<file path="config.mk">
export PLATFORM = sky130hd
export DESIGN_NAME = lock_sequencer_flat
export DESIGN_NICKNAME = d
export VERILOG_FILES = /design/src/rtl/lock_sequencer_if.sv /design/src/rtl/lock_sequencer.sv /design/src/flat_wrapper.sv
export SDC_FILE = /design/constraint.sdc
export NUM_CORES = 1
export LEC_CHECK = 0
export ABC_AREA = 1
export BUFFER_PORTS_ARGS = -buffer_cell sky130_fd_sc_hd__buf_4
export CORE_MARGIN = 5
export CORE_UTILIZATION = 47
export CTS_CLUSTER_SIZE = 24
export DETAILED_ROUTE_END_ITERATION = 10
export PLACE_DENSITY = 0.7
export SETUP_SLACK_MARGIN = 0.4
export SLEW_MARGIN = 5
export SYNTH_ARGS = -nofsm -noshare
export SYNTH_HDL_FRONTEND = slang
export SYNTH_SLANG_ARGS = --single-unit
</file>
<file path="constraint.sdc">
create_clock -name clk -period 1.75 [get_ports clk]
set_input_delay 0 -clock clk [delete_from_list [all_inputs] [get_ports clk]]
set_output_delay 0 -clock clk [all_outputs]
set_load 0.05 [all_outputs]
</file>
<file path="src/rtl/lock_sequencer_if.sv">
// Bundle between the debounced switch/button front end and lock_sequencer.
// The PROGRAM_EN macro adds the prog qualifier; without it the signal does not exist.
//
// Handshake: there is no valid/ready pair on this bus. enter is a one-cycle
// strobe that qualifies sw in that cycle only. clear is a one-cycle abort
// strobe. The sequencer is always able to take a strobe: strobes that arrive
// while it is OPEN or LOCKOUT are dropped, never stalled.
interface lock_sequencer_if;
    logic [5:0] sw;
    logic       enter;
    logic       clear;
`ifdef PROGRAM_EN
    logic       prog;
`endif
    logic       unlock;
    logic       alarm;
    logic [3:0] fail_cnt;
    logic [2:0] entry_cnt;
    logic [1:0] state_dbg;

    // Front end / bench side
    modport master (
        output sw, enter, clear,
`ifdef PROGRAM_EN
        output prog,
`endif
        input  unlock, alarm, fail_cnt, entry_cnt, state_dbg
    );

    // Sequencer side
    modport slave (
        input  sw, enter, clear,
`ifdef PROGRAM_EN
        input  prog,
`endif
        output unlock, alarm, fail_cnt, entry_cnt, state_dbg
    );
endinterface

</file>
<file path="src/rtl/lock_sequencer.sv">
// Combination-lock sequencer: collects CODE_LEN switch words, opens the door for
// OPEN_CYC cycles on a full match, counts failed sequences and raises a timed
// alarm lockout after MAX_TRIES failures.
// Optional feature macro PROGRAM_EN: the code lives in registers that can be
// rewritten while OPEN (enter with prog=1).
// The default CODE packs entry 0 in the low 6 bits, so the entry order is 2A, 3A, 2B.
module lock_sequencer #(
    parameter int                    CODE_LEN    = 3,
    parameter logic [6*CODE_LEN-1:0] CODE        = {6'h2B, 6'h3A, 6'h2A},
    parameter int                    MAX_TRIES   = 3,
    parameter int                    OPEN_CYC    = 8,
    parameter int                    LOCKOUT_CYC = 16
) (
    input  logic             clk,
    input  logic             rst_n,
    lock_sequencer_if.slave  bus
);

    localparam int TMAX = (OPEN_CYC > LOCKOUT_CYC) ? OPEN_CYC : LOCKOUT_CYC;
    localparam int TW   = $clog2(TMAX + 1);

    typedef enum logic [1:0] {
        IDLE    = 2'd0,
        COLLECT = 2'd1,
        OPEN    = 2'd2,
        LOCKOUT = 2'd3
    } state_t;

    state_t          state_q, state_d;
    logic [TW-1:0]   timer_q, timer_d;
    logic [3:0]      fail_cnt_q, fail_cnt_d;
    logic [2:0]      entry_cnt_q, entry_cnt_d;
    logic            miss_q, miss_d;
    logic            unlock_q, unlock_d;
    logic            alarm_q, alarm_d;

    // Code table indexed by the 3-bit entry counter; slots past CODE_LEN are never read.
    logic [5:0]      code_tab [8];
    logic [5:0]      code_slot;
    logic            hit;
    logic            last_entry;

`ifdef PROGRAM_EN
    logic [5:0]      code_q [CODE_LEN];
    logic [5:0]      code_d [CODE_LEN];
    logic [2:0]      wr_idx_q, wr_idx_d;

    // Expose the programmable code registers as the lookup table
    always_comb begin
        for (int i = 0; i < 8; i++) code_tab[i] = 6'd0;
        for (int i = 0; i < CODE_LEN; i++) code_tab[i] = code_q[i];
    end
`else
    // Fixed code: the table is the CODE parameter split into 6-bit slots
    always_comb begin
        for (int i = 0; i < 8; i++) code_tab[i] = 6'd0;
        for (int i = 0; i < CODE_LEN; i++) code_tab[i] = CODE[6*i +: 6];
    end
`endif

    assign code_slot  = code_tab[entry_cnt_q];
    assign hit        = (bus.sw == code_slot);
    assign last_entry = (entry_cnt_q == 3'(CODE_LEN - 1));

    // Next-state logic for the sequencer, its timer, counters and registered outputs
    always_comb begin
        state_d     = state_q;
        timer_d     = timer_q;
        fail_cnt_d  = fail_cnt_q;
        entry_cnt_d = entry_cnt_q;
        miss_d      = miss_q;
`ifdef PROGRAM_EN
        code_d      = code_q;
        wr_idx_d    = wr_idx_q;
`endif

        case (state_q)
            IDLE, COLLECT: begin
                if (bus.clear) begin
                    // Abort wins over a simultaneous enter; failure count is kept.
                    entry_cnt_d = 3'd0;
                    miss_d      = 1'b0;
                    state_d     = IDLE;
                end else if (bus.enter) begin
                    if (last_entry) begin
                        entry_cnt_d = 3'd0;
                        miss_d      = 1'b0;
                        if (!miss_q && hit) begin
                            state_d    = OPEN;
                            timer_d    = TW'(OPEN_CYC);
                            fail_cnt_d = 4'd0;
`ifdef PROGRAM_EN
                            wr_idx_d   = 3'd0;
`endif
                        end else if (({1'b0, fail_cnt_q} + 5'd1) < 5'(MAX_TRIES)) begin
                            state_d    = IDLE;
                            fail_cnt_d = fail_cnt_q + 4'd1;
                        end else begin
                            state_d    = LOCKOUT;
                            timer_d    = TW'(LOCKOUT_CYC);
                            fail_cnt_d = 4'(MAX_TRIES);
                        end
                    end else begin
                        // No early reject: a wrong entry is only remembered.
                        entry_cnt_d = entry_cnt_q + 3'd1;
                        miss_d      = miss_q | ~hit;
                        state_d     = COLLECT;
                    end
                end
            end

            OPEN: begin
`ifdef PROGRAM_EN
                if (bus.enter && bus.prog) begin
                    // Overwrite one slot and keep the door open for a full period again.
                    for (int i = 0; i < CODE_LEN; i++) begin
                        if (wr_idx_q == 3'(i)) code_d[i] = bus.sw;
                    end
                    if (wr_idx_q != 3'(CODE_LEN - 1)) wr_idx_d = wr_idx_q + 3'd1;
                    timer_d = TW'(OPEN_CYC);
                end else
`endif
                if (timer_q == TW'(1)) begin
                    state_d = IDLE;
                end else begin
                    timer_d = timer_q - TW'(1);
                end
            end

            LOCKOUT: begin
                // Strobes are ignored here, including on the exit cycle.
                if (timer_q == TW'(1)) begin
                    state_d    = IDLE;
                    fail_cnt_d = 4'd0;
                end else begin
                    timer_d = timer_q - TW'(1);
                end
            end

            default: state_d = IDLE;
        endcase

        unlock_d = (state_d == OPEN);
        alarm_d  = (state_d == LOCKOUT);
    end

    // State, counters and output registers with asynchronous reset
    always_ff @(posedge clk or negedge rst_n) begin
        if (!rst_n) begin
            state_q     <= IDLE;
            timer_q     <= '0;
            fail_cnt_q  <= 4'd0;
            entry_cnt_q <= 3'd0;
            miss_q      <= 1'b0;
            unlock_q    <= 1'b0;
            alarm_q     <= 1'b0;
`ifdef PROGRAM_EN
            wr_idx_q    <= 3'd0;
            for (int i = 0; i < CODE_LEN; i++) code_q[i] <= CODE[6*i +: 6];
`endif
        end else begin
            state_q     <= state_d;
            timer_q     <= timer_d;
            fail_cnt_q  <= fail_cnt_d;
            entry_cnt_q <= entry_cnt_d;
            miss_q      <= miss_d;
            unlock_q    <= unlock_d;
            alarm_q     <= alarm_d;
`ifdef PROGRAM_EN
            wr_idx_q    <= wr_idx_d;
            code_q      <= code_d;
`endif
        end
    end

    assign bus.unlock    = unlock_q;
    assign bus.alarm     = alarm_q;
    assign bus.fail_cnt  = fail_cnt_q;
    assign bus.entry_cnt = entry_cnt_q;
    assign bus.state_dbg = state_q;

endmodule

</file>
<file path="src/flat_wrapper.sv">
// flat-port wrapper written by rule: the top's interface ports become plain ports
module lock_sequencer_flat 
#(
    parameter int                    CODE_LEN    = 3,
    parameter logic [6*CODE_LEN-1:0] CODE        = {6'h2B, 6'h3A, 6'h2A},
    parameter int                    MAX_TRIES   = 3,
    parameter int                    OPEN_CYC    = 8,
    parameter int                    LOCKOUT_CYC = 16
)
  (clk, rst_n, bus_sw, bus_enter, bus_clear, bus_unlock, bus_alarm, bus_fail_cnt, bus_entry_cnt, bus_state_dbg);
  lock_sequencer_if bus_i ();
  input  logic clk;
  input  logic rst_n;
  input wire logic [$bits(bus_i.sw)-1:0] bus_sw;
  input wire logic [$bits(bus_i.enter)-1:0] bus_enter;
  input wire logic [$bits(bus_i.clear)-1:0] bus_clear;
  output wire logic [$bits(bus_i.unlock)-1:0] bus_unlock;
  output wire logic [$bits(bus_i.alarm)-1:0] bus_alarm;
  output wire logic [$bits(bus_i.fail_cnt)-1:0] bus_fail_cnt;
  output wire logic [$bits(bus_i.entry_cnt)-1:0] bus_entry_cnt;
  output wire logic [$bits(bus_i.state_dbg)-1:0] bus_state_dbg;
  assign bus_i.sw = bus_sw;
  assign bus_i.enter = bus_enter;
  assign bus_i.clear = bus_clear;
  assign bus_unlock = bus_i.unlock;
  assign bus_alarm = bus_i.alarm;
  assign bus_fail_cnt = bus_i.fail_cnt;
  assign bus_entry_cnt = bus_i.entry_cnt;
  assign bus_state_dbg = bus_i.state_dbg;
  lock_sequencer #(.CODE_LEN(CODE_LEN), .CODE(CODE), .MAX_TRIES(MAX_TRIES), .OPEN_CYC(OPEN_CYC), .LOCKOUT_CYC(LOCKOUT_CYC)) u_core (.clk(clk), .rst_n(rst_n), .bus(bus_i));
endmodule
</file>
After elaboration in Yosys (flattened, before gate mapping):

Memory sizes are Yosys's and may differ from the RTL's.
Index checks and enable logic that the tools add are counted.

* register bits: 17
* bits in read-only memories: 48
* output and inout port bits: 11
* logic and storage cells: 70
* memories kept: 1

Memories
* (name not given): depth 8, width 6, read ports 1, clocked after memory_dff 0, wr ports 0, line lock_sequencer.sv:61 `assign code_slot = code_tab[entry_cnt_q];`

* $add $sub $neg: 4
* magnitude comparators: 2
* equality and inequality tests: 14
* mux-type cells: 29
* bitwise operators: 3
* reduce and logical (&&, ||, !) cells: 10

Operator list (count)
* $mux W5: 6
* $mux W4: 6
* $mux W2: 6
* $mux W6: 2
* $pmux W5 S2: 1
* $reduce_and A5 Y1: 2
* $mux W3: 3
* $eq A2 B2 Y1 const B: 4
* $pmux W4 S2: 1
* $eq A6 B6 Y1: 1
* $ne A2 B2 Y1 const B: 3
* $add A4 B1 Y5 const B: 1
* $eq A5 B1 Y1 const B: 1
* $lt A5 B2 Y1 const B: 1
* $sub A5 B1 Y5 const B: 1
* $add A4 B1 Y4 const B: 1
* $ge A4 B4 Y1 const B: 1
* $ne A2 B1 Y1 const B: 2
* $not A3 Y4: 1
* $pmux W2 S2: 1
* $reduce_bool A2 Y1: 2
* $reduce_or A2 Y1: 2
* $add A3 B1 Y3 const B: 1
* $eq A3 B2 Y1 const B: 1
* other kinds (9): 11

Depth between registers and ports, before layout:

* depth in word-level cells: 12
* gate-level depth with buffers: 12
* gate-level depth less buffers: 12

Least setup slack after synthesis:

No wires, ideal clock.

* kind: reg-to-reg
* start: reg u_core.entry_cnt_q[1] (netlist: u_core.bus.entry_cnt[1])
* end: reg u_core.timer_q[2]
* library setup time: 0.118 ns
* data arrival time: 1.718 ns
* setup slack: -0.086 ns
* stages on the path, launching flop included: 10
* cell sequence: dfrtp_1 > nand2_1 > ha_1 > o21a_1 > nor2_4 > nand3_4 > nand2_4 > nand2_8 > nand2_1 > o21ai_2

* word-level cells in the longest chain between the ends: 11

Ends and longest elaborated chain
* start: declaration: line lock_sequencer.sv:32 `logic [2:0] entry_cnt_q, entry_cnt_d;`
* start signal: assignment: line lock_sequencer.sv:165 `entry_cnt_q <= entry_cnt_d;`
* $not A3 Y4 (implied by the code): line lock_sequencer.sv:61
* $mem_v2 Z8 W6
* $mux W6 (implied by the code) (2 in a row): line lock_sequencer.sv:61
* $eq A6 B6 Y1: line lock_sequencer.sv:62 `assign hit = (bus.sw == code_slot);`
* $logic_and A1 B1 Y1: line lock_sequencer.sv:88 `if (!miss_q && hit) begin`
* $mux W5: line lock_sequencer.sv:88
* $mux W5: line lock_sequencer.sv:85 `if (last_entry) begin`
* $mux W5: line lock_sequencer.sv:84 `end else if (bus.enter) begin`
* $mux W5: line lock_sequencer.sv:79 `if (bus.clear) begin`
* $pmux W5 S2: line lock_sequencer.sv:77 `case (state_q)`
* end signal: assignment: line lock_sequencer.sv:163 `timer_q <= timer_d;`
* end: declaration: line lock_sequencer.sv:30 `logic [TW-1:0] timer_q, timer_d;`

Parallel ways exist; a longest one is shown, timed or not. The select of a mux whose other input is x is not followed.
A chain may end at the register's enable or synchronous reset.

Worst setup path after layout:

* start: reg u_core.entry_cnt_q[0] (netlist: u_core.bus.entry_cnt[0])
* end: reg u_core.timer_q[2]

Same word-level chain as after synthesis.

==> impl_metrics.yaml <==
cts:
  cts_buffers: 3
  clk_latency_ns: 0.29
  ctsRootBufferMaster: "clkbuf_4"
  clk_pin_slew_ns: 0.10
  clockBufferDepth: 2
  cts_tree: "yes"
  cts.sinks: 17
  h-tree-depth: 1
floorplanning:
  die-area_um2: 3330
  std_cell_rows: 17
  die_h_um: 57.7
  start_util_pct: 48.9
  die_x_um: 57.7
  core_um2: 2190
  ioPinCount: 21
synth:
  synth-seq-area-share_pct: 39.7
  syn_area_per_cell_um2: 8.30
  synth_top_area_share_pct: 39.7
  syn_inst: 129
  synth.net_count: 143
  ys_seq_elements: 17
  yosysWarnings: 0
  ys_top_cells_by_area: "dfrtp_1 (40%), nand2_1 (7.7%), ha_1 (4.7%)"
  synth_top_cell_by_area: "dfrtp_1"
  synthesis.area_um2: 1070
  synth.distinct_cells: 27
critical_path:
  cp.required_ns: 1.98
  r2r-end: "u_core.timer_q[2]"
  crit_fanout: 7
  crit_type: "reg2reg"
  r2r_start: "u_core.bus.entry_cnt[0]"
  start_kind: "register"
  r2r_setup_slack_ns: 0.18
  crit_arrival_ns: 1.80
  worstSetupEndpointType: "register"
  reg2regPathDepth: 9
placed_design:
  dp_hpwl_um: 1560
  dpl_cell_area_um2: 1280
  placed_cells: 176
  io_buffers: 20
  gp_congestion: 0.829
  post-place-ws_ns: 0.177
final_layout:
  layout_commonest_cell: "buf_4"
  area_growth_syn_to_layout_pct: 35.4
  insertedDiodeCount: 0
  final_cells: 193
  fillers: 177
  nets: 180
  drive_gt1_share_pct: 48.5
  multiInputGateArea_um2: 612
  seq_area_um2: 433
  post-route-cell-area_um2: 1450
  final_cell_mix: "buf_4 (31), nand2_1 (16), inv_1 (13), nand2_2 (13), nor2_1 (12)"
sta:
  whs_ns: 0.0984
  drv_slew: 0
  fmax_mhz: 636
  period_minus_slack_ns: 1.57
  slew-limit-headroom_pct: 84.9
  period_share_pct: 89.8
  rsz0062_at_grt: "true"
  setup_ws_ns: 0.179
  setup_viol: 0
  skew_ns: 0.00780
  setup_tns_ns: 0
  tightest_slew_ns: 0.227
  hold_violations: 0
drt:
  wl_um: 2230
  wl_per_cell_um: 11.5
  drcViolationCount: 0
  viasPerCell: 4.88
  ant_nets: 0
  drt-initial-drc-count: 26
  dr.pass1.iters: 4
  dr_total_vias: 941
global_route:
  met1_usage_pct: 17.6
  grt_max_degree: 18
  grt_use_total_pct: 14.2
  grt_pass1_vias: 870
  met3_usage_pct: 3.12
  grt.busiest_layer: "met2"
  grt_overflow_total: 0
  grt_antenna_before_repair: 0
  grt_pass1_wl_um: 3650
  grt_use_met2_pct: 23.1
power_and_ir_drop:
  leakagePower_uw: 0.000681
  ir_drop_uv: 746
  power.density_nw_per_um2: 1100
flow_run:
  max_cap_viol_count: 0
outcome:
  status: "finished, final reports clean"
min_path:
  hold_path.class: "in2async"
-- cell type report --
class	count	share of cell area (%)
multi-input combinational	91	42.2
sequential	17	29.9
timing repair buffer	33	17.4
inverter	20	6.21
tap	28	2.42
clock buffer	3	1.55
clock inverter	1	0.345
-- critical path: stages, from the launching register on --
cell	delay (ns)
dfrtp_2	0.42
buf_4	0.15
inv_2	0.07
nand3_2	0.10
nor2_4	0.15
nand2_2	0.08
a21oi_4	0.20
nand2_8	0.10
buf_4	0.14
o21ai_2	0.09
-- timing repair --
action	in CTS	in global routing
hold buffers	1	1
gates cloned	0	0
resized for setup	2	7
endpoints found under the setup margin	13	17
hold endpoints to repair	17	1
pin swaps	7	5
setup buffers	8	3
-- synthesized netlist by cell type (all sizes together) --
cell    number
nand2       31
o21a         1
o22ai        3
buf          1
dfrtp       17
ha           4
nand3       12
or2          1
a21oi        4
nor2        17
nand4        2
o21ai       15
clkinv       1
xor2         1
inv         19
-- cells by family (layout without fill, tap and decap cells) --
| logic type | after synthesis | in the layout | share of synthesized area (%) |
|---|---|---|---|
| AND/OR/NAND/NOR | 63 | 63 | 32.0 |
| AO/OA/AOI/OAI | 23 | 23 | 14.1 |
| buffers and inverters | 21 | 57 | 8.64 |
| flip-flops | 17 | 17 | 39.7 |
| adder cells (fa/ha/maj) | 4 | 4 | 4.67 |
| XOR/XNOR | 1 | 1 | 0.818 |
-- sequential cells by signal, summed over array words and instances (netlist names) --
| register | cells |
|---|---|
| u_core.bus.unlock | 1 |
| u_core.timer_q | 5 |
| u_core.bus.entry_cnt | 3 |
| u_core.miss_q | 1 |
| u_core.bus.fail_cnt | 4 |
| u_core.bus.alarm | 1 |
| u_core.bus.state_dbg | 2 |
-- where the power goes --
part	internal, uW	total (uW)	leakage (uW)	switching (uW)
combinational	338	867	0.000446	529
sequential	464	515	0.000217	50.6
clock	84.9	208	0.0000177	123
-- routing by layer --
metal / vias up / routed length, um / part of all wire (%)
met5: - / 0 / 0
met4: 0 / 20 / 0.90
met3: 2 / 114 / 5.1
met2: 15 / 1130 / 51
met1: 436 / 960 / 43
li1: 488 / - / -
-- worst max path at each step --
stage	start	end	slack (ns)	cells after the start
after CTS	u_core.bus.fail_cnt[0]	u_core.timer_q[1]	0.17	10
after detailed placement	u_core.bus.fail_cnt[0]	u_core.timer_q[1]	0.18	10
after global routing	u_core.bus.fail_cnt[0]	u_core.timer_q[1]	0.1	10
after global placement	u_core.bus.fail_cnt[0]	u_core.timer_q[1]	0.21	10
final	u_core.bus.entry_cnt[0]	u_core.timer_q[2]	0.18	9
after floorplan	u_core.bus.fail_cnt[0]	u_core.timer_q[1]	0.10	10
-- per-stage QoR --
step | total power (uW) | util, %
2_1_floorplan | 1120 | -
3_3_place_gp | 1270 | 58.6
3_5_place_dp | 1280 | 58.6
4_1_cts | 1550 | 63.3
5_1_grt | 1720 | 66.2
6_report | 1590 | 66.2
No activity file was read; power rests on OpenSTA's default activity.
